==> src/rtl/mem_port_arbiter_if.sv <==
// Handshake bundle between the IF/MEM requesters, the memory and the port arbiter.
// The slave modport is the arbiter's view; the master modport is the requester/memory side.
interface mem_port_arbiter_if;
  logic req_if;
  logic req_mem;
  logic we_mem;
  logic mem_ready;
  logic sel;
  logic mem_req;
  logic mem_we;
  logic done_if;
  logic done_mem;
  logic stall_if;
  logic stall_mem;
  logic err_timeout;

  modport slave (
    input  req_if, req_mem, we_mem, mem_ready,
    output sel, mem_req, mem_we, done_if, done_mem, stall_if, stall_mem, err_timeout
  );

  modport master (
    output req_if, req_mem, we_mem, mem_ready,
    input  sel, mem_req, mem_we, done_if, done_mem, stall_if, stall_mem, err_timeout
  );
endinterface

==> src/rtl/mem_port_arbiter.sv <==
// Shares the unified memory port between IF (requester 0) and MEM (requester 1),
// with a starvation guard for IF and a per-access timeout.
//
// state   | meaning
// --------+-----------------------------------------------------------
// IDLE    | no access in flight; arbitrate on this cycle's requests
// ACC_IF  | instruction read in flight, sel=0
// ACC_MEM | data access in flight, sel=1, mem_we latched at grant
module mem_port_arbiter #(
  parameter int MAX_STARVE = 2,
  parameter int TIMEOUT    = 16
) (
  input  logic                 clk,
  input  logic                 rst_n,
  mem_port_arbiter_if.slave    bus
);

  localparam int SW = (MAX_STARVE < 1) ? 1 : $clog2(MAX_STARVE + 1);
  localparam int TW = (TIMEOUT < 2) ? 1 : $clog2(TIMEOUT);
  localparam logic [SW-1:0] STARVE_MAX = SW'(MAX_STARVE);
  localparam logic [TW-1:0] TMO_LAST   = TW'(TIMEOUT - 1);

  typedef enum logic [1:0] {IDLE = 2'd0, ACC_IF = 2'd1, ACC_MEM = 2'd2} state_t;

  state_t        state, state_nxt;
  logic          sel_q, sel_nxt;
  logic          we_q, we_nxt;
  logic [SW-1:0] starve_cnt, starve_nxt;
  logic [TW-1:0] tmo_cnt, tmo_nxt;
  logic          in_acc;
  logic          if_starved;

  always_ff @(posedge clk or negedge rst_n) begin
    if (!rst_n) begin
      state      <= IDLE;
      sel_q      <= 1'b0;
      we_q       <= 1'b0;
      starve_cnt <= '0;
      tmo_cnt    <= '0;
    end else begin
      state      <= state_nxt;
      sel_q      <= sel_nxt;
      we_q       <= we_nxt;
      starve_cnt <= starve_nxt;
      tmo_cnt    <= tmo_nxt;
    end
  end

  assign if_starved = bus.req_if && (starve_cnt == STARVE_MAX);

  always_comb begin
    state_nxt  = state;
    sel_nxt    = sel_q;
    we_nxt     = we_q;
    starve_nxt = starve_cnt;
    tmo_nxt    = tmo_cnt;
    unique case (state)
      IDLE: begin
        if (bus.req_mem && !if_starved) begin
          state_nxt = ACC_MEM;
          sel_nxt   = 1'b1;
          we_nxt    = bus.we_mem;
          tmo_nxt   = '0;
          // MEM only wins against a waiting IF below the limit, so this saturates
          if (bus.req_if && (starve_cnt != STARVE_MAX))
            starve_nxt = starve_cnt + 1'b1;
        end else if (bus.req_if) begin
          state_nxt  = ACC_IF;
          sel_nxt    = 1'b0;
          we_nxt     = 1'b0;
          tmo_nxt    = '0;
          starve_nxt = '0;
        end
      end
      ACC_IF, ACC_MEM: begin
        if (bus.mem_ready || (tmo_cnt == TMO_LAST)) begin
          state_nxt = IDLE;
          we_nxt    = 1'b0;
        end else begin
          tmo_nxt = tmo_cnt + 1'b1;
        end
      end
      default: begin
        state_nxt = IDLE;
        we_nxt    = 1'b0;
      end
    endcase
  end

  assign in_acc = (state == ACC_IF) || (state == ACC_MEM);

  always_comb begin
    bus.mem_req     = in_acc;
    bus.sel         = sel_q;
    bus.mem_we      = we_q;
    bus.done_if     = (state == ACC_IF) && bus.mem_ready;
    bus.done_mem    = (state == ACC_MEM) && bus.mem_ready;
    bus.err_timeout = in_acc && !bus.mem_ready && (tmo_cnt == TMO_LAST);
    bus.stall_if    = bus.req_if && !bus.done_if;
    bus.stall_mem   = bus.req_mem && !bus.done_mem;
  end

endmodule
==> src/flat_wrapper.sv <==
// flat-port wrapper written by rule: the top's interface ports become plain ports
module mem_port_arbiter_flat 
#(
  parameter int MAX_STARVE = 2,
  parameter int TIMEOUT    = 16
)
  (clk, rst_n, bus_req_if, bus_req_mem, bus_we_mem, bus_mem_ready, bus_sel, bus_mem_req, bus_mem_we, bus_done_if, bus_done_mem, bus_stall_if, bus_stall_mem, bus_err_timeout);
  mem_port_arbiter_if bus_i ();
  input  logic clk;
  input  logic rst_n;
  input wire logic [$bits(bus_i.req_if)-1:0] bus_req_if;
  input wire logic [$bits(bus_i.req_mem)-1:0] bus_req_mem;
  input wire logic [$bits(bus_i.we_mem)-1:0] bus_we_mem;
  input wire logic [$bits(bus_i.mem_ready)-1:0] bus_mem_ready;
  output wire logic [$bits(bus_i.sel)-1:0] bus_sel;
  output wire logic [$bits(bus_i.mem_req)-1:0] bus_mem_req;
  output wire logic [$bits(bus_i.mem_we)-1:0] bus_mem_we;
  output wire logic [$bits(bus_i.done_if)-1:0] bus_done_if;
  output wire logic [$bits(bus_i.done_mem)-1:0] bus_done_mem;
  output wire logic [$bits(bus_i.stall_if)-1:0] bus_stall_if;
  output wire logic [$bits(bus_i.stall_mem)-1:0] bus_stall_mem;
  output wire logic [$bits(bus_i.err_timeout)-1:0] bus_err_timeout;
  assign bus_i.req_if = bus_req_if;
  assign bus_i.req_mem = bus_req_mem;
  assign bus_i.we_mem = bus_we_mem;
  assign bus_i.mem_ready = bus_mem_ready;
  assign bus_sel = bus_i.sel;
  assign bus_mem_req = bus_i.mem_req;
  assign bus_mem_we = bus_i.mem_we;
  assign bus_done_if = bus_i.done_if;
  assign bus_done_mem = bus_i.done_mem;
  assign bus_stall_if = bus_i.stall_if;
  assign bus_stall_mem = bus_i.stall_mem;
  assign bus_err_timeout = bus_i.err_timeout;
  mem_port_arbiter #(.MAX_STARVE(MAX_STARVE), .TIMEOUT(TIMEOUT)) u_core (.clk(clk), .rst_n(rst_n), .bus(bus_i));
endmodule
==> config.mk <==
export PLATFORM = sky130hd
export DESIGN_NAME = mem_port_arbiter_flat
export DESIGN_NICKNAME = d
export VERILOG_FILES = /design/src/rtl/mem_port_arbiter_if.sv /design/src/rtl/mem_port_arbiter.sv /design/src/flat_wrapper.sv
export SDC_FILE = /design/constraint.sdc
export NUM_CORES = 1
export LEC_CHECK = 0
export ABC_CLOCK_PERIOD_IN_PS = 1900
export BUFFER_PORTS_ARGS = -buffer_cell sky130_fd_sc_hd__buf_2
export CAP_MARGIN = 30
export CORE_MARGIN = 1.5
export CORE_UTILIZATION = 30
export DETAILED_ROUTE_END_ITERATION = 7
export HOLD_SLACK_MARGIN = 0.12
export PLACE_DENSITY_LB_ADDON = 0.12
export SETUP_SLACK_MARGIN = 0.3
export SLEW_MARGIN = 0
export SYNTH_ARGS = -nofsm -noshare
export SYNTH_HDL_FRONTEND = slang
export SYNTH_SLANG_ARGS = --single-unit
==> constraint.sdc <==
create_clock -name clk -period 1.9 [get_ports clk]
set_input_delay 0.38 -clock clk [delete_from_list [all_inputs] [get_ports clk]]
set_output_delay 0.38 -clock clk [all_outputs]
set_load 0.03 [all_outputs]
=== After elaboration in Yosys (flattened, before gate mapping) ===
Cells that the tools add are included.

* Add/sub/neg operators: 2
* Equal/unequal tests: 9
* Muxes and demuxes: 16
* Reduce and logical (&&, ||, !) cells: 23

{| class="wikitable"
|+ Operators with widths
! cell !! count
|-
| $mux W2 || 6
|-
| $mux W4 || 3
|-
| $logic_and A1 B1 Y1 || 9
|-
| $pmux W4 S2 || 1
|-
| $ne A2 B2 Y1 const B || 3
|-
| $reduce_and A3 Y1 || 2
|-
| $add A4 B1 Y4 const B || 1
|-
| $eq A2 B2 Y1 const B || 2
|-
| $eq A4 B4 Y1 const B || 1
|-
| $logic_not A1 Y1 || 4
|-
| $mux W1 || 4
|-
| $pmux W2 S2 || 1
|-
| $reduce_and A2 Y1 || 2
|-
| $reduce_bool A2 Y1 || 2
|-
| $ne A3 B2 Y1 const B || 1
|-
| $add A2 B1 Y2 const B || 1
|-
| $eq A2 B1 Y1 const B || 1
|-
| $logic_not A2 Y1 || 1
|-
| $logic_or A1 B1 Y1 || 2
|-
| $ne A2 B1 Y1 const B || 1
|-
| $pmux W1 S2 || 1
|-
| $reduce_or A2 Y1 || 1
|}

* Register bits: 10
* Bits of input ports: 6

=== Depth between registers and ports, before layout ===
Gate-level depths: netlist of run 1.

* Depth in word-level cells: 6
* Depth in mapped cells: 7
* Mapped depth without buffers: 6

=== Worst setup path after synthesis of run 1 ===
No wires, ideal clock.

* Path type: reg2out
* Start point: reg u_core.state[1]
* End point: out bus_err_timeout
* Arrival time: 1.494 ns
* Data required time: 1.520 ns
* Setup slack: 0.026 ns
* Stages on the path, launching flop included: 5
* Cells stage by stage: dfrtp_1 inv_1 ha_1 nand2b_1 nor2_1

* Cells in the longest elaborated chain, start to end: 4

{| class="wikitable"
|+ RTL lines
! what !! RTL line !! text
|-
| start: declaration || mem_port_arbiter.sv:25 || <nowiki>state_t state, state_nxt;</nowiki>
|-
| start signal: assignment || mem_port_arbiter.sv:41 || <nowiki>state <= state_nxt;</nowiki>
|-
| $eq A2 B1 Y1 or $eq A2 B2 Y1 (tied branches) || mem_port_arbiter.sv:90 || <nowiki>assign in_acc = (state == ACC_IF) || (state == ACC_MEM);</nowiki>
|-
| $logic_or A1 B1 Y1 * || mem_port_arbiter.sv:90 ||
|-
| net bus_mem_req || flat_wrapper.sv:16 || <nowiki>output wire logic [$bits(bus_i.mem_req)-1:0] bus_mem_req;</nowiki>
|-
| $logic_and A1 B1 Y1 * (2 in a row) || mem_port_arbiter.sv:98 || <nowiki>bus.err_timeout = in_acc && !bus.mem_ready && (tmo_cnt == TMO_LAST);</nowiki>
|-
| end: declaration || flat_wrapper.sv:22 || <nowiki>output wire logic [$bits(bus_i.err_timeout)-1:0] bus_err_timeout;</nowiki>
|}

The timed path passes the listed nets; every way through them passes the cells marked *.

=== Worst setup path in the final report of run 1 ===
* Start point: reg u_core.state[1]
* End point: out bus_err_timeout

* Cells in the longest elaborated chain, start to end: 4

{| class="wikitable"
|+ RTL lines
! what !! RTL line
|-
| $eq A2 B1 Y1 or $eq A2 B2 Y1 (tied branches) || mem_port_arbiter.sv:90
|-
| $logic_or A1 B1 Y1 * || mem_port_arbiter.sv:90
|-
| $logic_and A1 B1 Y1 * (2 in a row) || mem_port_arbiter.sv:98
|}

Mark *: on every way between the ends. The rest lies on a longest branch, timed or not.

==> run summary, run 1 <==
Status: finished, final reports clean
Commonest non-fill, non-tap cells in the layout: dfrtp_1 (10), buf_4 (9), buf_2 (7)
DRC viols: 0
Slew headroom: 0.6411
Min-Delay Path Class: in2reg
Final instance area: 950.9 um2
Placed cell area: 755.7 um2
Global-route wire length before repair: 2.649 mm
Hold Crit Depth: 3
Final setup vio count: 0
Avg Cell Area, Syn: 9.393 um2
Distinct cells, synth: 30
Worst-path maximum fanout: 4
Setup TNS: 0 ns
Layout cells sized above 1: 0.5054
Peak VDD IR: 0.6111 mV
CP Buf/Inv Count: 2
Total number of yosys warnings: 0
Register bit total from synthesis: 10
First-pass DRT Iterations: 4
TritonCTS Buffers: 3
Tot GR Track Use: 0.1446
Number of core rows: 16
Worst clock skew: 0.0006154 ns
DR WL/cell: 12.62 um
Kind of critical path: reg2out
Nets: 105
Crit end category: output port
R2r setup slk: 0.29 ns
Via count: 614
Cell area after synthesis: 629.4 um2
Initial antenna violation count: 0
Ant diodes: 0
Core Region: 1962 um2
Power Density: 1485 nW/um2
Slew Viols, Final: 0
Final Hold Viols: 0
Cell family with most CP delay: flip-flops
GRT overflow: 0
CP max stage delay: 0.41 ns
Filler cell count: 206
HPWL Detailed: 1.062 mm
Hold Startpoint: bus_req_if
Pleak: 0.0004414 uW
Hold slack: 0.4097 ns
Crit path launch type: flip-flop
Crit-path cells: inv_2, ha_4, nand2b_4, nor2_4, buf_6
Setup WS post-layout: 0.1737 ns
Die area: 2381 um2
H-tree depth: 1
Global placement routability congestion: 0.7378
Die height: 48.80 um
Vias per cell: 5.117
Synthesized instance count: 67
RSZ-0062 raised after global routing: true
IO Port Bufs: 13
Root buffer cell: clkbuf_4
Worst r2r src: u_core.state[1]
Die X: 48.80 um
R2R depth: 6
Final worst path period share: 0.9086
Worst-margin pin slew: 0.5363 ns
Clock Sinks: 10
Post-Place Worst Slack: 0.2337 ns
Vias in the first global route: 551
Critical Path RT: 1.52 ns
CTS tree: yes
1st-iter DRT viols: 2
Slowest CP cell: dfrtp_1
P&R area growth vs syn: 51.09%
Clock-pin transition on the worst setup and hold timing paths: 0.07 ns
Worst Hold End: u_core.state[0]
Crit path time final: 1.726 ns
Final antenna-violating net count: 0
IO Count: 14
WL final: 1.514 mm
Worst-Skew Late Latency: 0.27 ns
Bufs on Longest Clock Path: 2
MaxCap Viol Count: 0
Worst Path Arrival: 1.35 ns
Worst reg2reg path endpoint: u_core.tmo_cnt[0]
Initial Util: 0.3208
Highest Clock Rate: 579.3 MHz
Register area share after synthesis: 0.3976
Commonest non-fill, non-tap cell in the layout: dfrtp_1
Largest net degree at the start of global routing: 11
Syn Nets: 78
Crit path launch: u_core.state[1]
[how the worst max path moves through the flow]
| stage | to | slack, ns | cells past startpoint |
|---|---|---|---|
| 2_1_floorplan | u_core.tmo_cnt[0] | 0.28 | 6 |
| 3_3_place_gp | u_core.tmo_cnt[0] | 0.23 | 6 |
| 3_5_place_dp | u_core.tmo_cnt[0] | 0.23 | 6 |
| 4_1_cts | bus_err_timeout | 0.18 | 5 |
| 5_1_grt | bus_stall_if | 0.11 | 5 |
| 6_report | bus_err_timeout | 0.17 | 5 |
[timing repair]
item / in CTS / in global routing
setup endpoints to repair: 10 / 13
hold buffers: 1 / 0
hold endpoints to repair: 10 / 0
pin swaps: 5 / 2
setup buffers: 6 / 3
resized for setup: 13 / 14
[final cells by class]
type,instances,area [um2],share of cell area
Multi-Input combinational cell,51,431.7,0.4539
Timing Repair Buffer,23,180.2,0.1895
Clock buffer,4,36.28,0.03816
Inverter,5,18.77,0.01974
Sequential cell,10,250.2,0.2632
Tap cell,27,33.78,0.03553
[routing by layer]
metal,vias up,share of wire,global-route usage
met2,12,0.48,0.2146
met5,-,0,0
met4,0,0.018,0.05714
met1,290,0.46,0.1927
met3,5,0.046,0.04908
li1,307,-,-
[power breakdown]
part           switching, uW  leakage [uW]  internal (uW)  total (uW)
Sequential              60.3      0.000130            289         349
Clock                   81.9     0.0000210            117         199
Combinational            445      0.000290            419         864
Total                    588      0.000441            825        1410
[state kept, by name (all words and copies together), names as in the netlist]
signal and cells:
u_core.starve_cnt 2, u_core.state 2, u_core.tmo_cnt 4, u_core.bus.mem_we 1
u_core.bus.sel 1
[per-stage QoR]
stage	total power, uW	std cells	util
floorplan	842.4	67	-
global placement	990.3	106	0.3852
detailed placement	994.3	106	0.3852
CTS	1311	117	0.4541
global route	1514	120	0.4847
finish	1412	120	0.4847
[kinds of logic (layout without fill, tap and decap cells)]
group	count (synthesis)	after routing	share of synthesized area
adders and majority gates	5	5	0.09940
buffers and inverters	6	32	0.04176
and+or+nand+nor	26	26	0.2406
DFF	10	10	0.3976
AOI/OAI and AO/OA	20	20	0.2207
[worst reg2reg max path, stage by stage, from the launching register on]
cell and delay (ns):
dfrtp_1 0.41, inv_2 0.08, ha_4 0.30, and2b_2 0.19, and2_4 0.16, o21ai_2 0.06
a221o_1 0.30
[synth_stat cells]
cell type	count	area, um2
dfrtp_1	10	250.2
ha_1	5	62.56
inv_1	5	18.77
nand2_1	5	18.77
o21ai_0	5	25.02
a21oi_1	3	15.01
and2_1	3	18.77
nand3_1	3	15.01
a21boi_0	2	15.01
a221o_1	2	20.02
and3_1	2	12.51
and3_2	2	15.01
nor2_1	2	7.510
nor2b_1	2	12.51
a22o_1	1	8.760
a22oi_1	1	7.510
a31oi_1	1	6.260
a32oi_1	1	8.760
and2b_2	1	8.760
buf_4	1	7.510
nand2_2	1	6.260
nand2b_1	1	6.260
nand4b_1	1	8.760
nor3_1	1	5.000
o21ai_2	1	8.760
o22ai_1	1	6.260
o311ai_0	1	8.760
o32ai_1	1	8.760
or3b_1	1	8.760
or4_1	1	7.510
Power figures use the tool's default switching activity.
==> run 2, diff against run 1 <==
--- a/config.mk
+++ b/config.mk
@@ -12,2 +12,3 @@
 export CORE_UTILIZATION = 30
+export CTS_CLUSTER_SIZE = 10
 export DETAILED_ROUTE_END_ITERATION = 7
@@ -16,3 +17,3 @@
 export SETUP_SLACK_MARGIN = 0.3
-export SLEW_MARGIN = 0
+export SLEW_MARGIN = 5
 export SYNTH_ARGS = -nofsm -noshare
==> constraint.sdc (replaced) <==
create_clock -name clk -period 1.9 [get_ports clk]
set_input_delay 0.57 -clock clk [delete_from_list [all_inputs] [get_ports clk]]
set_output_delay 0.57 -clock clk [all_outputs]
set_load 0.03 [all_outputs]
==> run 2 against run 1 <==
  * Register-to-register slack worse by 0.17 ns
  * Power up 5.4%
  * First-iteration DRC count grew to 8.0 times the previous value
  * Wire length up 8.5%
  * Largest power group unchanged
==> run summary, run 2 (synthesis results as in run 1) <==
MaxCap Viol Count: 0
H-tree depth: 1
Ant diodes: 0
Min-Delay Path Class: in2async
Placed Instances: 108
R2R depth: 8
Vias in the first global route: 583
Regs by FF count: u_core.tmo_cnt: 4 flops, u_core.starve_cnt: 2 flops, u_core.state: 2 flops
Worst Path Arrival: 1.31 ns
Vias per cell: 5.040
HPWL Detailed: 1.125 mm
DRC viols: 0
Final Non-Filler Cells: 124
Crit path time final: 1.884 ns
Largest net degree at the start of global routing: 11
R2r setup slk: 0.12 ns
Power Density: 1522 nW/um2
Worst-Skew Late Latency: 0.27 ns
IO Count: 14
Clock Sinks: 10
Worst reg2reg path endpoint: u_core.tmo_cnt[3]
Clock-pin transition on the worst setup and hold timing paths: 0.07 ns
Sw power: 612.4 uW
Setup TNS: 0 ns
Final worst path period share: 0.9914
Peak VDD IR: 0.8076 mV
Slew Viols, Final: 0
Via count: 625
Bufs on Longest Clock Path: 2
Largest register by flop count: u_core.tmo_cnt
WL final: 1.642 mm
Commonest non-fill, non-tap cell in the layout: buf_4
Global-route wire length before repair: 2.587 mm
Die area: 2381 um2
Commonest non-fill, non-tap cells in the layout: buf_4 (13), dfrtp_1 (10), buf_2 (7), buf_6 (7), nand2_1 (5)
Sw frac: 0.4114
Crit path launch type: flip-flop
Global placement routability congestion: 0.7307
First-pass DRT Iterations: 4
Final setup vio count: 0
IO Port Bufs: 13
Die height: 48.80 um
Worst clock skew: 0.002512 ns
Initial Util: 0.3208
Layout cells sized above 1: 0.5155
Worst-path maximum fanout: 4
Crit path launch: u_core.state[1]
Highest Clock Rate: 530.9 MHz
Hold Buf Count CTS: 0
RSZ-0062 raised after global routing: true
Final Util: 0.4987
Slew headroom: 0.7559
Cell-internal power: 876.3 uW
Status: finished, final reports clean
Core Region: 1962 um2
Final Hold Viols: 0
Max reg flops: 4
Reg power frac: 0.233
Tot Pwr: 1489 uW
Final antenna-violating net count: 0
Nets: 109
Kind of critical path: reg2out
Crit end category: output port
Critical Path RT: 1.33 ns
DR WL/cell: 13.24 um
Crit path to: bus_err_timeout
Number of core rows: 16
Initial antenna violation count: 0
Tot GR Track Use: 0.1419
1st-iter DRT viols: 16
GRT overflow: 0
Worst r2r src: u_core.state[1]
Clock network power share: 0.134
Root buffer cell: clkbuf_4
Pleak: 0.0004581 uW
Combinational Power Share: 0.634
CTS tree: yes
TritonCTS Buffers: 3
P&R area growth vs syn: 55.47%
Worst-margin pin slew: 0.3653 ns
Die X: 48.80 um
[run 2: power by group through the flow]
stage | Clock [uW] | Sequential (uW) | Combinational [uW]
3_5_place_dp | 0 | 355 | 668
3_3_place_gp | 0 | 352 | 659
5_1_grt | 216 | 356 | 1010
2_1_floorplan | 0 | 381 | 481
6_report | 199 | 346 | 943
4_1_cts | 203 | 344 | 803
[run 2: per-layer routing]
layer	track usage	share of wire	vias up	wire length, um
met5	0	0	-	0
met2	0.2192	0.50	13	817
met4	0.03333	0	0	0
li1	-	-	307	-
met3	0.05828	0.039	0	64
met1	0.1852	0.46	305	760
[run 2: worst min-delay path by stage]
stage | startpoint | to
5_1_grt | rst_n | u_core.starve_cnt[0]
3_3_place_gp | rst_n | u_core.starve_cnt[0]
4_1_cts | rst_n | u_core.state[0]
6_report | rst_n | u_core.state[1]
3_5_place_dp | rst_n | u_core.starve_cnt[0]
2_1_floorplan | rst_n | u_core.bus.mem_we
[run 2: critical path: stages (launching register included)]
cell and delay, ns:
dfrtp_1 0.39, inv_2 0.08, ha_4 0.30, nand2b_4 0.07, nor2_4 0.08, buf_6 0.13
[run 2: per-stage QoR]
step / instance area (um2) / hold WS (ns) / worst slack, ns
global route: 978.4 / 0.1586 / -0.03092
floorplan: 684.4 / 0.2744 / 0.2974
CTS: 898.4 / 0.1550 / 0.01651
global placement: 790.8 / 0.4504 / 0.2130
detailed placement: 790.8 / 0.4491 / 0.1999
finish: 978.4 / 0.1489 / 0.01643
[run 2: area by class of cell]
type	instances	area (um2)
clock buffers	4	36.28
well taps	27	33.78
inverters	5	18.77
repair buffers	27	211.5
fillers	199	983.4
multi-input cells	51	427.9
flip-flops and latches	10	250.2
[run 2: what timing repair did]
| item | 4_1_cts | 5_1_grt |
|---|---|---|
| resized for setup | 12 | 10 |
| setup endpoints to repair | 10 | 13 |
| setup buffers | 5 | 7 |
| endpoints found under the hold margin | 0 | 0 |
| pin swaps | 2 | 5 |
==> run 3, diff against run 2 <==
--- a/config.mk
+++ b/config.mk
@@ -16,3 +16,3 @@
 export PLACE_DENSITY_LB_ADDON = 0.12
-export SETUP_SLACK_MARGIN = 0.3
+export SETUP_SLACK_MARGIN = 0.2
 export SLEW_MARGIN = 5
--- a/constraint.sdc
+++ b/constraint.sdc
@@ -3,2 +3,2 @@
 set_output_delay 0.57 -clock clk [all_outputs]
-set_load 0.03 [all_outputs]
+set_load 0.005 [all_outputs]
==> run 3 against run 2 <==
  * Fmax is 2.6% higher
  * First-iteration DRC count shrank 56%
  * Highest routed layer is now met4
  * Hold slack better by 0.0095 ns
  * Via count fell by 8.2%
  * Non-clock buffer count decreased by 7
  * Combinational power is 26% lower
  * Critical path depth is the same
  * Sequential cell count unchanged
  * Design area down 7.9%
  * Cell count down 5.6%
  * Global-route usage shrank 0.34 points
  * Clock power decreased by 3%
==> run summary, run 3 (synthesis results as in run 1) <==
Vias per cell: 4.906
Worst-margin pin slew: 0.4126 ns
Crit end category: output port
Layout cells sized above 1: 0.4556
1st-iter DRT viols: 7
First-pass DRT Iterations: 4
Initial Util: 0.3208
Worst reg2reg path endpoint: u_core.tmo_cnt[0]
Status: finished, final reports clean
Nets: 102
Commonest non-fill, non-tap cell in the layout: buf_2
Kind of critical path: reg2out
R2R depth: 7
Worst-Skew Late Latency: 0.26 ns
Worst clock skew: 0.001365 ns
Worst Path Arrival: 1.27 ns
Regs by FF count: u_core.tmo_cnt: 4 flops, u_core.starve_cnt: 2 flops, u_core.state: 2 flops
Final setup vio count: 0
Global-route wire length before repair: 2.525 mm
Crit path launch type: flip-flop
Via count: 574
Max reg flops: 4
HPWL Detailed: 1.063 mm
Tot GR Track Use: 0.1386
Core Region: 1962 um2
Min-Delay Path Class: in2async
RSZ-0062 raised after global routing: true
DR WL/cell: 11.95 um
Worst-path maximum fanout: 2
Slew headroom: 0.7239
CTS tree: yes
DRC viols: 0
Setup TNS: 0 ns
Largest register by flop count: u_core.tmo_cnt
WL final: 1.398 mm
Worst r2r src: u_core.state[1]
Combinational Power Share: 0.560
Reg power frac: 0.284
Critical Path RT: 1.33 ns
Root buffer cell: clkbuf_4
Clock Sinks: 10
Sw frac: 0.3746
Peak VDD IR: 0.7711 mV
Final antenna-violating net count: 0
Clock network power share: 0.156
H-tree depth: 1
MaxCap Viol Count: 0
Vias in the first global route: 539
Highest Clock Rate: 544.9 MHz
Ant diodes: 0
Largest net degree at the start of global routing: 11
IO Count: 14
Die area: 2381 um2
R2r setup slk: 0.21 ns
IO Port Bufs: 13
Number of core rows: 16
Global placement routability congestion: 0.7410
Clock-pin transition on the worst setup and hold timing paths: 0.07 ns
Bufs on Longest Clock Path: 2
Cell-internal power: 777.3 uW
Power Density: 1380 nW/um2
TritonCTS Buffers: 3
P&R area growth vs syn: 43.14%
Die X: 48.80 um
Crit path time final: 1.835 ns
Slew Viols, Final: 0
Final Util: 0.4592
Pleak: 0.0004073 uW
Die height: 48.80 um
Commonest non-fill, non-tap cells in the layout: buf_2 (12), dfrtp_1 (10), nand2_1 (5), buf_4 (5), o21ai_0 (4)
Multi-input logic area: 430.4 um2
Filler cell count: 212
Final worst path period share: 0.9658
Register area: 250.2 um2
Initial antenna violation count: 0
GRT overflow: 0
Sw power: 465.5 uW
Hold Buf Count CTS: 0
Final Hold Viols: 0
==> run 3: worst max-delay path by stage <==
stage,from,endpoint,slack (ns),cells past startpoint
after floorplan,u_core.state[1],u_core.tmo_cnt[0],0.27,6
after global placement,u_core.state[1],bus_err_timeout,0.18,5
after detailed placement,u_core.state[1],u_core.tmo_cnt[0],0.14,6
after CTS,u_core.state[1],bus_stall_mem,0.05,5
after global routing,u_core.state[1],bus_stall_mem,-0.005,5
final,u_core.state[1],bus_stall_mem,0.06,5
==> run 3: through the flow <==
step	area, um2	hold slack, ns	power (uW)	worst slack [ns]	instances
2_1_floorplan	629.4	0.2744	665.1	0.2681	67
3_3_place_gp	743.2	0.4515	820.5	0.1791	109
3_5_place_dp	743.2	0.4534	817.7	0.1360	109
4_1_cts	860.8	0.1568	1206	0.04908	117
5_1_grt	900.9	0.1552	1357	-0.004954	117
6_report	900.9	0.1584	1243	0.06490	117
==> run 3: routing by layer <==
layer  routed length (um)  GRT usage  up-vias
met5                    0          0        -
met4                   15    0.05714        0
met3                   51    0.03681        2
met2                  642     0.2078        7
met1                  688     0.1887      268
li1                     -          -      297
==> run 3: worst max-delay path, cell delays in order (launching register included) <==
cell	delay, ns
dfrtp_1	0.40
buf_6	0.13
ha_4	0.14
and2_4	0.12
nor2b_1	0.10
buf_2	0.12
==> run 3: power groups by stage <==
stage / Clock (uW) / Sequential, uW / Combinational [uW]
floorplan: 0 / 342 / 324
global placement: 0 / 353 / 467
detailed placement: 0 / 353 / 464
CTS: 205 / 344 / 657
global route: 220 / 365 / 772
finish: 194 / 353 / 696
==> run 3: cell type report <==
cell class,instances,area share
Clock buffer,4,0.04028
Inverter,5,0.02083
Multi-Input combinational cell,51,0.4778
Sequential cell,10,0.2778
Tap cell,27,0.03750
Timing Repair Buffer,20,0.1458
==> run 3: what timing repair did <==
| item | in CTS | in global routing |
|---|---|---|
| gates cloned | 0 | 0 |
| pin swaps | 2 | 1 |
| resized for setup | 11 | 10 |
| buffers inserted | 4 | 0 |
| setup endpoints to repair | 9 | 8 |
